[src/rtl/cmp_tracker_pkg.sv]
// ============================================================================
// Module      : cmp_tracker_pkg
// Description : Shared encodings and helpers for the comparator result
//               tracker: one-hot result codes, FSM state type, legality check.
// Revision    : 1.0 - initial release
// ============================================================================
`default_nettype none

package cmp_tracker_pkg;

  // One-hot comparator result codes, bit2=lt, bit1=eq, bit0=gt
  localparam logic [2:0] RES_GT = 3'b001;
  localparam logic [2:0] RES_EQ = 3'b010;
  localparam logic [2:0] RES_LT = 3'b100;

  typedef enum logic [1:0] {
    IDLE   = 2'd0,
    RUN    = 2'd1,
    FROZEN = 2'd2
  } state_e;

  // A comparator result is legal only when exactly one class bit is set
  function automatic logic is_onehot3(input logic [2:0] code);
    return (code == RES_GT) || (code == RES_EQ) || (code == RES_LT);
  endfunction

endpackage

`default_nettype wire

[src/rtl/sat_counter.sv]
// ============================================================================
// Module      : sat_counter
// Description : Saturating up-counter. clr restarts the count; clr together
//               with inc restarts it at one (used to begin a new streak).
// Revision    : 1.0 - initial release
// ============================================================================
`default_nettype none

module sat_counter #(
  parameter int W = 8
) (
  input  logic         clk,
  input  logic         rst,
  input  logic         clr,
  input  logic         inc,
  output logic [W-1:0] cnt
);

  localparam logic [W-1:0] C_MAX = {W{1'b1}};

  logic [W-1:0] cnt_q;

  // Count up on inc, hold at the maximum value instead of wrapping
  always_ff @(posedge clk) begin
    if (rst) begin
      cnt_q <= '0;
    end else if (clr) begin
      cnt_q <= inc ? W'(1) : '0;
    end else if (inc && (cnt_q != C_MAX)) begin
      cnt_q <= cnt_q + W'(1);
    end
  end

  assign cnt = cnt_q;

endmodule

`default_nettype wire

[src/rtl/cmp_result_tracker.sv]
// ============================================================================
// Module      : cmp_result_tracker
// Description : Statistics stage behind the 2-bit magnitude comparator.
//               Tracks per-class saturating counts, last legal result, streak
//               of identical results, change pulse and sticky illegal flag.
//               Optional total sample counter enabled by CMP_TRACKER_TOTAL_EN.
// Revision    : 1.0 - initial release
// ============================================================================
`default_nettype none

module cmp_result_tracker
  import cmp_tracker_pkg::*;
#(
  parameter int CNT_W    = 8,
  parameter int STREAK_W = 4
) (
  input  logic                clk,
  input  logic                rst,
  input  logic                in_valid,
  input  logic                in_gt,
  input  logic                in_eq,
  input  logic                in_lt,
  input  logic                clear,
  input  logic                freeze,
  output logic [2:0]          last_res,
  output logic                last_valid,
  output logic [CNT_W-1:0]    gt_cnt,
  output logic [CNT_W-1:0]    eq_cnt,
  output logic [CNT_W-1:0]    lt_cnt,
  output logic [STREAK_W-1:0] streak,
  output logic                change_pulse,
  output logic                illegal,
`ifdef CMP_TRACKER_TOTAL_EN
  output logic [CNT_W+1:0]    total_cnt,
`endif
  output logic [1:0]          state
);

  state_e     state_q;
  logic [2:0] last_res_q;
  logic       last_valid_q;
  logic       change_q;
  logic       illegal_q;

  logic [2:0] code_w;
  logic       accept_w;
  logic       legal_w;
  logic       legal_acc_w;
  logic       illegal_acc_w;
  logic       same_w;
  logic       streak_clr_w;

  assign code_w        = {in_lt, in_eq, in_gt};
  // clear and freeze both drop a coincident sample; FROZEN drops it too
  assign accept_w      = in_valid && (state_q != FROZEN) && !freeze && !clear;
  assign legal_w       = is_onehot3(code_w);
  assign legal_acc_w   = accept_w && legal_w;
  assign illegal_acc_w = accept_w && !legal_w;
  assign same_w        = last_valid_q && (code_w == last_res_q);
  // A differing legal result restarts the streak at 1, an illegal one zeroes it
  assign streak_clr_w  = clear || illegal_acc_w || (legal_acc_w && !same_w);

  sat_counter #(.W(CNT_W)) u_gt_cnt (
    .clk(clk), .rst(rst), .clr(clear),
    .inc(legal_acc_w && (code_w == RES_GT)), .cnt(gt_cnt)
  );

  sat_counter #(.W(CNT_W)) u_eq_cnt (
    .clk(clk), .rst(rst), .clr(clear),
    .inc(legal_acc_w && (code_w == RES_EQ)), .cnt(eq_cnt)
  );

  sat_counter #(.W(CNT_W)) u_lt_cnt (
    .clk(clk), .rst(rst), .clr(clear),
    .inc(legal_acc_w && (code_w == RES_LT)), .cnt(lt_cnt)
  );

  sat_counter #(.W(STREAK_W)) u_streak (
    .clk(clk), .rst(rst), .clr(streak_clr_w),
    .inc(legal_acc_w), .cnt(streak)
  );

`ifdef CMP_TRACKER_TOTAL_EN
  sat_counter #(.W(CNT_W + 2)) u_total_cnt (
    .clk(clk), .rst(rst), .clr(clear),
    .inc(accept_w), .cnt(total_cnt)
  );
`endif

  // Control FSM plus last-result, change-pulse and sticky illegal registers
  always_ff @(posedge clk) begin
    if (rst) begin
      state_q      <= IDLE;
      last_res_q   <= 3'b000;
      last_valid_q <= 1'b0;
      change_q     <= 1'b0;
      illegal_q    <= 1'b0;
    end else if (clear) begin
      state_q      <= freeze ? FROZEN : IDLE;
      last_res_q   <= 3'b000;
      last_valid_q <= 1'b0;
      change_q     <= 1'b0;
      illegal_q    <= 1'b0;
    end else begin
      change_q <= legal_acc_w && last_valid_q && !same_w;
      if (legal_acc_w) begin
        last_res_q   <= code_w;
        last_valid_q <= 1'b1;
      end
      if (illegal_acc_w) begin
        illegal_q <= 1'b1;
      end
      case (state_q)
        IDLE: begin
          if (freeze)           state_q <= FROZEN;
          else if (legal_acc_w) state_q <= RUN;
        end
        RUN: begin
          if (freeze) state_q <= FROZEN;
        end
        FROZEN: begin
          if (!freeze) state_q <= last_valid_q ? RUN : IDLE;
        end
        default: state_q <= IDLE;
      endcase
    end
  end

  assign state        = state_q;
  assign last_res     = last_res_q;
  assign last_valid   = last_valid_q;
  assign change_pulse = change_q;
  assign illegal      = illegal_q;

endmodule

`default_nettype wire

[config.mk]
export PLATFORM = sky130hd
export DESIGN_NAME = cmp_result_tracker
export DESIGN_NICKNAME = d
export VERILOG_FILES = /design/src/rtl/cmp_tracker_pkg.sv /design/src/rtl/sat_counter.sv /design/src/rtl/cmp_result_tracker.sv
export SDC_FILE = /design/constraint.sdc
export NUM_CORES = 1
export LEC_CHECK = 0
export CAP_MARGIN = 10
export CORE_UTILIZATION = 40
export CTS_CLUSTER_SIZE = 28
export DETAILED_ROUTE_END_ITERATION = 8
export DONT_BUFFER_PORTS = 1
export PLACE_DENSITY = 0.53
export SLEW_MARGIN = 20
export SYNTH_ARGS = -nofsm -noshare
export SYNTH_HDL_FRONTEND = slang
export SYNTH_HIERARCHICAL = 1
export SYNTH_SLANG_ARGS = --single-unit
[constraint.sdc]
create_clock -name clk -period 3.75 [get_ports clk]
set_input_delay 0.5625 -clock clk [delete_from_list [all_inputs] [get_ports clk]]
set_output_delay 0.5625 -clock clk [all_outputs]
set_load 0.05 [all_outputs]
==> run_results.csv <==
group,metric,value,unit
status,status,"finished, final reports clean",
setup_path,reg2reg_depth,6,
drt,drt_iter0_markers,103,
floorplan,ios,44,
logic_synthesis,ys.flop_type,"dfxtp_1",
min_path,hold_path_class,"primary input to flip-flop",
setup_path,r2r_start,"state[0]",
drt,routedWlPerCell,14.83,µm
drt,routed_via_density,5.871,
floorplan,start_util,42.35,%
clocking,clk_path_buf_depth,2,
clocking,path_clk_slew,70,ps
timing,skew,2.944,ps
floorplan,core,4786,µm²
timing,max_freq,0.3590,GHz
clocking,cts_buffers,5,
global_route,grt_first_pass_wirelength,7734,µm
min_path,hold_end,"u_lt_cnt/cnt[0]",
min_path,hold_start,"rst",
drt,vias,1820,
global_route,gr-total-overflow,0,
logic_synthesis,ys_ff_latch,36,
flow_run,drv_cap,0,
drt,routed_wl,4597,µm
clocking,root_buffer,"clkbuf_8",
power_and_ir_drop,p_leak,0.7463,nW
power_and_ir_drop,p_per_area,329.3,nW/µm²
timing,tightest_slew,707.5,ps
place,dp.cells,303,
final_layout,final_core_util,45.49,%
place,gp_congestion,0.8042,
global_route,grt_start_max_net_pins,22,
floorplan,die_area,5356,µm²
clocking,cts_setup_buffers,0,
place,dp_hpwl,3213,µm
clocking,cts_tree,"built",
drt,drc,0,
logic_synthesis,yosysTopAreaCell,"dfxtp_1",
clocking,cts_resized,0,
global_route,antenna_found_initial,0,
global_route,track_usage,18.22,%
floorplan,die_w,73.19,µm
setup_path,critPathLaunchType,"flip-flop",
final_layout,area_delta_synth_final,7.408,%
logic_synthesis,avgSynthCellArea,8.411,µm²
logic_synthesis,synthesis.area,2027,µm²
clocking,clk_latency,280,ps
final_layout,layout-drive-gt1-share,8.642,%
drt,ant_nets,0,
timing,setup_viol,0,
global_route,gr-usage-met1,24.03,%
setup_path,worst-path-max-fanout,7,
drt,dr.pass1.iters,4,
logic_synthesis,yosys_warnings,6,
floorplan,num_rows,25,
logic_synthesis,syn_inst,241,
timing,rsz0062_at_grt,"no",
logic_synthesis,yosysSeqAreaShare,35.56,%
final_layout,layoutNonFillerInstCount,310,
timing,setup_tns,0,ps
timing,period_share,74.28,%
timing,slew_violations,0,
clocking,hold_buffers,0,
timing,hold_violations,0,
timing,layout_min_cycle_time,2785,ps
logic_synthesis,synth_edf_count,0,
global_route,grt_pass1_vias,1663,
clocking,cts_num_sinks,36,
final_layout,fin_nets,255,
setup_path,cp_data_arrival_time,2960,ps
setup_path,rrSetupSlack,960,ps
global_route,use_met2,27.57,%
setup_path,required,3920,ps
logic_synthesis,synthArstFlopShare,0,%
place,port_buffers,0,
timing,slew_headroom,52.77,%
global_route,grt.busiest_layer,"met2",
global_route,use_met3,5.663,%
logic_synthesis,syn-num-nets,253,
logic_synthesis,synth_cell_types,47,
setup_path,rr_endpoint,"u_gt_cnt/cnt[5]",
power_and_ir_drop,ir_drop,0.0001312,V
logic_synthesis,netlist.area_leader.share,35.56,%
logic_synthesis,yosys-top-cells-area,"dfxtp_1, a21oi_1, mux2i_1",
clocking,htree_levels,2,
min_path,holdPathStages,1,
setup_path,critical_path_class,"flip-flop to flip-flop",
setup_path,cp-end-kind,"flip-flop",
final_layout,insertedDiodeCount,0,
floorplan,chipHeight,73.19,µm
final cells by class:
class                   instances  area [µm²]
fillers                       480        2609
multi-input cells             182        1201
flip-flops and latches         36       720.7
clock buffers                   7       96.34
well taps                      67       83.83
inverters                      16       60.06
repair buffers                  2       15.01
flip-flops by register name, indices dropped and copies added, names as in the netlist, 2 cells and up:
name,count
u_eq_cnt/cnt,8
u_lt_cnt/cnt,8
last_res,3
u_streak/cnt,4
state,2
u_gt_cnt/cnt,8
kinds of logic after synthesis:
group           count (synthesis)  share of synthesized area (%)
fa+ha+maj                       4                          2.469
compound gates                 73                          23.21
simple gates                   92                          27.41
buf+inv                        23                          5.185
flops                          36                          35.56
mux                             9                          4.445
xor+xnor                        4                          1.729
worst max-delay path by stage:
stage / startpoint / endpoint / depth (start not counted)
finish: state[0] / u_gt_cnt/cnt[5] / 6
global placement: state[0] / u_gt_cnt/cnt[5] / 6
CTS: state[0] / u_gt_cnt/cnt[5] / 6
detailed placement: state[0] / u_gt_cnt/cnt[5] / 6
global route: state[0] / u_gt_cnt/cnt[5] / 6
floorplan: state[0] / u_lt_cnt/cnt[5] / 7
cells in the final DEF (no fill, tap or decap), drive strengths merged, types with 2 or more instances in the layout:
cell	n
o21a	2
nor2	12
buf	2
o41ai	3
nand3	6
dfxtp	36
nor4	5
a2111oi	4
inv	16
nand4b	3
a31o	3
nor2b	5
a31oi	14
clkbuf	7
nand2b	3
nand4	11
ha	4
and3	7
nor4b	2
mux2i	9
nor3	3
a211oi	3
and2	3
and4	8
o21ai	15
xnor2	3
nand2	22
a21oi	19
o311ai	3
power by group:
| group | internal (W) | switching, W |
|---|---|---|
| registers | 0.000384 | 0.00000776 |
| clock network | 0.000164 | 0.000133 |
| logic | 0.0000124 | 0.0000163 |
| total | 0.000560 | 0.000157 |
critical path, cell delays in order, from the launching register on:
cell       delay (ps)
dfxtp_1           730
nor2b_4            90
or4b_4            560
nor4b_2           520
and4_1            320
a21oi_1            80
a2111oi_1         360
cells in the mapped netlist, drive strengths merged, types with 5 or more instances:
cell type	count
a21oi	19
a31oi	14
and3	7
and4	8
buf	5
dfxtp	36
inv	16
mux2i	9
nand2	22
nand3	6
nand4	11
nor2	12
nor2b	5
nor4	5
o21ai	15
metal layers:
| metal | up-vias | part of all wire, % |
|---|---|---|
| met5 | - | 0 |
| met4 | 0 | 1.3 |
| met3 | 5 | 8.1 |
| met2 | 53 | 42 |
| met1 | 842 | 48 |
| li1 | 920 | - |
per-stage QoR:
step / power [W] / hold WS [ps] / setup WS [ps] / instance area [µm²]
2_1_floorplan: 0.0004279 / 631.6 / 1017 / 2027
3_3_place_gp: 0.0004287 / 639.4 / 1073 / 2081
3_5_place_dp: 0.0004289 / 636.9 / 969.9 / 2081
4_1_cts: 0.0007337 / 325.4 / 958.1 / 2177
5_1_grt: 0.0007475 / 328.3 / 734.5 / 2177
6_report: 0.0007168 / 339.6 / 964.5 / 2177
(Power assumes the default switching activity.)
